$ cat src/rtl/ili_cmd_seq.sv
// rtl/ili_cmd_seq.sv - ILI9341 init/command table sequencer
//
// Walks a synchronous command ROM on a start pulse and hands each CMD/DATA
// byte to the SPI byte sender over a valid/ready handshake, honouring
// millisecond DELAY entries and stopping at END.
//
// Optional feature macro: ILI_SEQ_LOOP_EN
//   defined     : END restarts fetching at LOOP_ADDR, o_done pulses per pass
//   not defined : END finishes in DONE, LOOP_ADDR only range-checked
//
// Ports:
//   clk, rst      clock, asynchronous active-low reset
//   i_start       start pulse, honoured only in IDLE/DONE
//   o_rom_addr    ROM read address
//   i_rom_data    ROM word {type[1:0], payload[DW-1:0]}, 1-cycle latency
//   o_tx_valid    byte offered to SPI sender
//   o_tx_data     byte to send
//   o_tx_dc       0 = command byte, 1 = data byte
//   i_tx_ready    SPI sender accepts byte
//   o_busy        high outside IDLE/DONE
//   o_done        high in DONE (1-cycle pulse per END in loop mode)
//   o_overrun     sticky, table ran past last address without END

module ili_cmd_seq #(
  parameter int DW        = 8,
  parameter int ROM_AW    = 6,
  parameter int CLK_KHZ   = 100000,
  parameter int LOOP_ADDR = 0
) (
  input  logic              clk,
  input  logic              rst,
  input  logic              i_start,
  output logic [ROM_AW-1:0] o_rom_addr,
  input  logic [DW+1:0]     i_rom_data,
  output logic              o_tx_valid,
  output logic [DW-1:0]     o_tx_data,
  output logic              o_tx_dc,
  input  logic              i_tx_ready,
  output logic              o_busy,
  output logic              o_done,
  output logic              o_overrun
);

  localparam int PW = $clog2(CLK_KHZ + 1);

  localparam logic [1:0]        T_CMD    = 2'b00;
  localparam logic [1:0]        T_DATA   = 2'b01;
  localparam logic [1:0]        T_DELAY  = 2'b10;
  localparam logic [ROM_AW-1:0] ADDR_MAX = '1;
  localparam logic [ROM_AW-1:0] ADDR_ONE = ROM_AW'(1);
  localparam logic [DW-1:0]     MS_ONE   = DW'(1);
  localparam logic [PW-1:0]     PRE_ONE  = PW'(1);
  localparam logic [PW-1:0]     PRE_LAST = PW'(CLK_KHZ - 1);

  if (LOOP_ADDR < 0 || LOOP_ADDR >= (1 << ROM_AW)) begin : g_loop_addr_check
    $error("LOOP_ADDR out of ROM range");
  end

  typedef enum logic [2:0] {
    S_IDLE, S_FETCH, S_DECODE, S_SEND, S_WAIT, S_DONE
  } state_t;

  state_t            state, state_n;
  logic [ROM_AW-1:0] addr, addr_n;
  logic [1:0]        ent_type, ent_type_n;
  logic [DW-1:0]     ent_data, ent_data_n;
  logic [DW-1:0]     ms_cnt, ms_cnt_n;
  logic [PW-1:0]     pre_cnt, pre_cnt_n;
  logic              overrun, overrun_n;
  logic              done, done_n;
  logic              advance;
  logic              loop_end;

  always_ff @(posedge clk or negedge rst) begin
    if (!rst) begin
      state    <= S_IDLE;
      addr     <= '0;
      ent_type <= '0;
      ent_data <= '0;
      ms_cnt   <= '0;
      pre_cnt  <= '0;
      overrun  <= 1'b0;
      done     <= 1'b0;
    end else begin
      state    <= state_n;
      addr     <= addr_n;
      ent_type <= ent_type_n;
      ent_data <= ent_data_n;
      ms_cnt   <= ms_cnt_n;
      pre_cnt  <= pre_cnt_n;
      overrun  <= overrun_n;
      done     <= done_n;
    end
  end

  always_comb begin
    state_n    = state;
    addr_n     = addr;
    ent_type_n = ent_type;
    ent_data_n = ent_data;
    ms_cnt_n   = ms_cnt;
    pre_cnt_n  = pre_cnt;
    overrun_n  = overrun;
    advance    = 1'b0;
    loop_end   = 1'b0;

    case (state)
      S_IDLE, S_DONE: begin
        if (i_start) begin
          state_n   = S_FETCH;
          addr_n    = '0;
          overrun_n = 1'b0;
        end
      end
      S_FETCH: state_n = S_DECODE;
      S_DECODE: begin
        // The entry is latched here so SEND drives a payload that cannot
        // change while the sender is stalling.
        ent_type_n = i_rom_data[DW+1:DW];
        ent_data_n = i_rom_data[DW-1:0];
        case (i_rom_data[DW+1:DW])
          T_CMD, T_DATA: state_n = S_SEND;
          T_DELAY: begin
            if (i_rom_data[DW-1:0] != '0) begin
              state_n   = S_WAIT;
              ms_cnt_n  = i_rom_data[DW-1:0];
              pre_cnt_n = '0;
            end else begin
              advance = 1'b1;
            end
          end
          default: begin
`ifdef ILI_SEQ_LOOP_EN
            state_n  = S_FETCH;
            addr_n   = ROM_AW'(LOOP_ADDR);
            loop_end = 1'b1;
`else
            state_n  = S_DONE;
`endif
          end
        endcase
      end
      S_SEND: begin
        if (i_tx_ready) advance = 1'b1;
      end
      S_WAIT: begin
        // ms_cnt reaches 1 on the last millisecond, so WAIT lasts exactly
        // payload*CLK_KHZ cycles.
        if (pre_cnt == PRE_LAST) begin
          pre_cnt_n = '0;
          if (ms_cnt == MS_ONE) advance = 1'b1;
          else                  ms_cnt_n = ms_cnt - MS_ONE;
        end else begin
          pre_cnt_n = pre_cnt + PRE_ONE;
        end
      end
      default: state_n = S_IDLE;
    endcase

    if (advance) begin
      if (addr == ADDR_MAX) begin
        overrun_n = 1'b1;
        state_n   = S_DONE;
      end else begin
        addr_n  = addr + ADDR_ONE;
        state_n = S_FETCH;
      end
    end

    done_n = (state_n == S_DONE) || loop_end;
  end

  // Valid is decoded from the asynchronously reset state so it drops the
  // instant rst is asserted.
  assign o_tx_valid = (state == S_SEND);
  assign o_tx_data  = ent_data;
  assign o_tx_dc    = (ent_type == T_DATA);
  assign o_rom_addr = addr;
  assign o_busy     = (state != S_IDLE) && (state != S_DONE);
  assign o_done     = done;
  assign o_overrun  = overrun;

endmodule

$ cat config.mk
export PLATFORM = sky130hd
export DESIGN_NAME = ili_cmd_seq
export DESIGN_NICKNAME = d
export VERILOG_FILES = /design/src/rtl/ili_cmd_seq.sv
export SDC_FILE = /design/constraint.sdc
export NUM_CORES = 1
export LEC_CHECK = 0
export CORE_MARGIN = 4
export CORE_UTILIZATION = 45
export CTS_CLUSTER_SIZE = 28
export DETAILED_ROUTE_END_ITERATION = 8
export PLACE_DENSITY = 0.75
export SYNTH_ARGS = -nofsm -noshare
export SYNTH_HDL_FRONTEND = slang
export SYNTH_SLANG_ARGS = --single-unit
$ cat constraint.sdc
create_clock -name clk -period 3.2 [get_ports clk]
set_clock_uncertainty 0.2 [all_clocks]
set_input_delay 0.8 -clock clk [delete_from_list [all_inputs] [get_ports clk]]
set_output_delay 0.8 -clock clk [all_outputs]
set_load 0.05 [all_outputs]
==> results of run 1 <==
[state kept, by name, summed over array words and instances (netlist names)]
signal / flops
ent_type: 2
ms_cnt: 8
o_done: 1
o_overrun: 1
o_rom_addr: 6
o_tx_data: 8
pre_cnt: 17
state: 3
[power breakdown]
part / switching, mW / internal (mW) / total [mW] / leakage (nW)
registers: 0.225 / 0.788 / 1.01 / 0.596
clock network: 0.202 / 0.333 / 0.535 / 0.0714
logic: 0.803 / 0.523 / 1.33 / 0.563
total: 1.23 / 1.64 / 2.87 / 1.23
[Yosys cell counts, types with 2 or more instances]
library cell / instances / area (sq um)
nand3b_1: 2 / 15.0
mux2i_1: 3 / 30.0
a22oi_1: 3 / 22.5
nor3b_1: 5 / 37.5
dfrtp_1: 46 / 1150
nand2_1: 17 / 63.8
and3b_1: 2 / 17.5
nand4_1: 5 / 31.3
nor3_1: 5 / 25.0
nor2_1: 23 / 86.3
o211ai_1: 3 / 22.5
a21o_1: 2 / 15.0
o41ai_1: 3 / 26.3
ha_1: 4 / 50.1
a21oi_1: 14 / 70.1
mux2_2: 10 / 113
or3b_2: 2 / 17.5
buf_6: 2 / 22.5
nor4_1: 6 / 37.5
and3_1: 4 / 25.0
o22ai_1: 3 / 18.8
a211oi_1: 2 / 15.0
inv_1: 5 / 18.8
nand3_1: 15 / 75.1
nand4bb_1: 2 / 22.5
xor2_1: 2 / 17.5
o21ai_1: 4 / 20.0
xnor2_1: 3 / 26.3
o21ai_0: 37 / 185
nand2b_1: 2 / 12.5
o31ai_1: 4 / 30.0
a31oi_1: 3 / 18.8
clkbuf_1: 12 / 45.0
nor2b_1: 3 / 18.8
[worst min-delay path by stage]
stage | endpoint | slack (ps) | cells past startpoint
CTS | ent_type[0] | 310 | 1
finish | o_overrun | 300 | 2
floorplan | ent_type[0] | 270 | 1
global route | o_tx_data[4] | 330 | 1
detailed placement | ent_type[0] | 290 | 1
global placement | ent_type[0] | 280 | 1
[routing by layer]
metal,vias to the layer above,GRT usage
met5,-,0
met2,43,0.265
met3,9,0.0387
li1,1075,-
met4,0,0.0624
met1,1040,0.221
[logic make-up after synthesis]
| family | count (synthesis) | synth area share |
|---|---|---|
| multiplexers | 13 | 0.0559 |
| buffers and inverters | 20 | 0.0358 |
| flip-flops | 46 | 0.451 |
| XOR/XNOR | 5 | 0.0172 |
| AND/OR/NAND/NOR | 101 | 0.222 |
| AO/OA/AOI/OAI | 83 | 0.199 |
| adder cells (fa/ha/maj) | 4 | 0.0196 |
[final cells by class]
type / instances / area share
Multi-Input combinational cell: 206 / 0.425
Sequential cell: 46 / 0.374
Timing Repair Buffer: 39 / 0.119
Tap cell: 72 / 0.0293
Clock buffer: 6 / 0.0268
Clock inverter: 2 / 0.0195
Inverter: 5 / 0.00610
[worst max-delay path, stage by stage, from the launching register on]
cell,delay (ps)
dfrtp_1,560
and3b_1,240
clkdlybuf4s50_1,820
[stage by stage]
step	setup slack (ps)	utilization	total power, mW	hold slack (ps)	instances
after CTS	274	0.559	2.90	313	376
after detailed placement	270	0.533	2.35	293	368
final	280	0.559	2.87	302	376
after global routing	183	0.559	3.09	335	376
after global placement	297	0.533	2.33	279	368
after floorplan	721	-	1.94	271	272
==> metrics.md, run 1 <==
| Metric | Value |
|---|---|
| ANT nets after route | `0` |
| Die Ht | `83.3 microns` |
| R2R Setup Slk | `~630 ps` |
| Die Area | `between 6000 and 7000 sq um` |
| Clock Latency Late Sink | `approximately 310 ps` |
| Setup_tns | `0 ps` |
| Synth warn | `0` |
| Status | `finished clean` |
| RSZ-0062 raised after global routing | `no` |
| Top Metal Used | `met4` |
| H-tree levels | `2` |
| Final #Nets | `~320` |
| Total iterations of the first detailed-routing run | `4` |
| Worst R2R End | `o_rom_addr[0]` |
| Syn Nets | `290` |
| Vias/cell | `between 5 and 6` |
| Max-cap viol count | `0` |
| FMAX | `approximately 0.34 GHz` |
| Setup-failing EPs final | `0` |
| Vias in the first global route | `a little over 2000` |
| Maximum clock path buffer count | `2` |
| Post-synth ARST share | `1.00` |
| Starting DRC count in detailed routing | `105` |
| Most common flop cell mapped by yosys | `dfrtp_1` |
| WL met2 | `approximately 2.5 mm` |
| Number of post-CTS setup repair buffers | `0` |
| P per Cell Area | `between 900 and 1000 nW/um^2` |
| Number of buffers created by CTS | `5` |
| First-pass GRT wire length | `~9.7 mm` |
| Routability congestion estimate | `roughly 0.81` |
| Multi-input logic area | `1310 sq um` |
| Initial Util | `0.463` |
| CP Launch Type | `flop` |
| Synth unique cells | `48` |
| Leak | `1.23 nW` |
| Cells after Synth | `~270` |
| Most common cell after layout, fill and taps aside | `dfrtp_1` |
| Post-DR wirelength/cell | `roughly 15 microns` |
| CTS hold repair buffers | `0` |
| Worst-path fanout max | `12` |
| Std-Cell Rows | `27` |
| Routed wl met3 | `about 240 microns` |
| Worst R2R Path Depth | `5` |
| Die W | `around 83 microns` |
| I/O pin count | `33` |
| Slew HR | `0.612` |
| Pins Over Slew Limit | `0` |
| Fin crit period | `a little under 3000 ps` |
| Synth Area per Inst | `between 9 and 10 sq um` |
| Transition time of the tightest slew-check pin | `just under 600 ps` |
| CP Class | `flop to primary output` |
| CTS tree | `yes` |
| Largest net degree at the start of global routing | `47` |
| CP arrival | `1920 ps` |
| Worst Hold Class | `flop to flop` |
| Sink Count | `46` |
| Tot GR Track Use | `0.167` |
| RR Startpoint | `pre_cnt[12]` |
| Layout cell share with drive strength beyond 1 | `0.112` |
| Worst path required time | `about 2200 ps` |
| Core area | `between 5000 and 6000 sq um` |
| Register area | `around 1200 sq um` |
| Post-synth EDFFs | `0` |
| Clock root buffer | `clkbuf_8` |
| CP Launch Point | `state[1]` |
| Worst ir drop on vdd | `637 uV` |
| DP Area | `~2900 sq um` |
| Final HPWL DP | `roughly 3.8 mm` |
| Post-Syn Area | `about 2600 sq um` |
| DRC errors left | `0` |
| GRT overflow | `0` |
| Period utilization | `0.913` |
| Worst Setup EP | `o_tx_valid` |
| Fillers | `~500` |
| Antenna diodes | `0` |
| Post-synthesis sequential area ratio | `0.451` |
| Routed vias | `~2200` |
| Flops & latches, synth | `46` |
| Fin. Hold Viols | `0` |
| Synth-to-Final Area Change | `20.7%` |
| CP Capture Type | `primary output` |
| # port buffers | `32` |
| DRT Wirelength | `between 5 and 6 mm` |
| CTS resizes | `0` |
| HP Start | `o_overrun` |
| Finished Cell Area | `3080 sq um` |
| Initial antenna violation count | `0` |
| M1 WL | `between 2 and 3 mm` |
| Clock Pin Slew Worst Setup and Hold Paths | `80 ps` |
| Most frequent cells in the layout | `dfrtp_1 (46), o21ai_0 (37), clkdlybuf4s50_1 (31), nor2_1 (23), nand2_1 (17)` |
No activity file was read; power rests on OpenSTA's default activity.
==> inputs of run 2 (changes only) <==
--- a/config.mk
+++ b/config.mk
@@ -13,3 +13,4 @@
 export SYNTH_ARGS = -nofsm -noshare
 export SYNTH_HDL_FRONTEND = slang
 export SYNTH_SLANG_ARGS = --single-unit
+export TNS_END_PERCENT = 5
==> results of run 2 <==
Same layout as run 1: the final DEF is identical, and so are final timing and power.
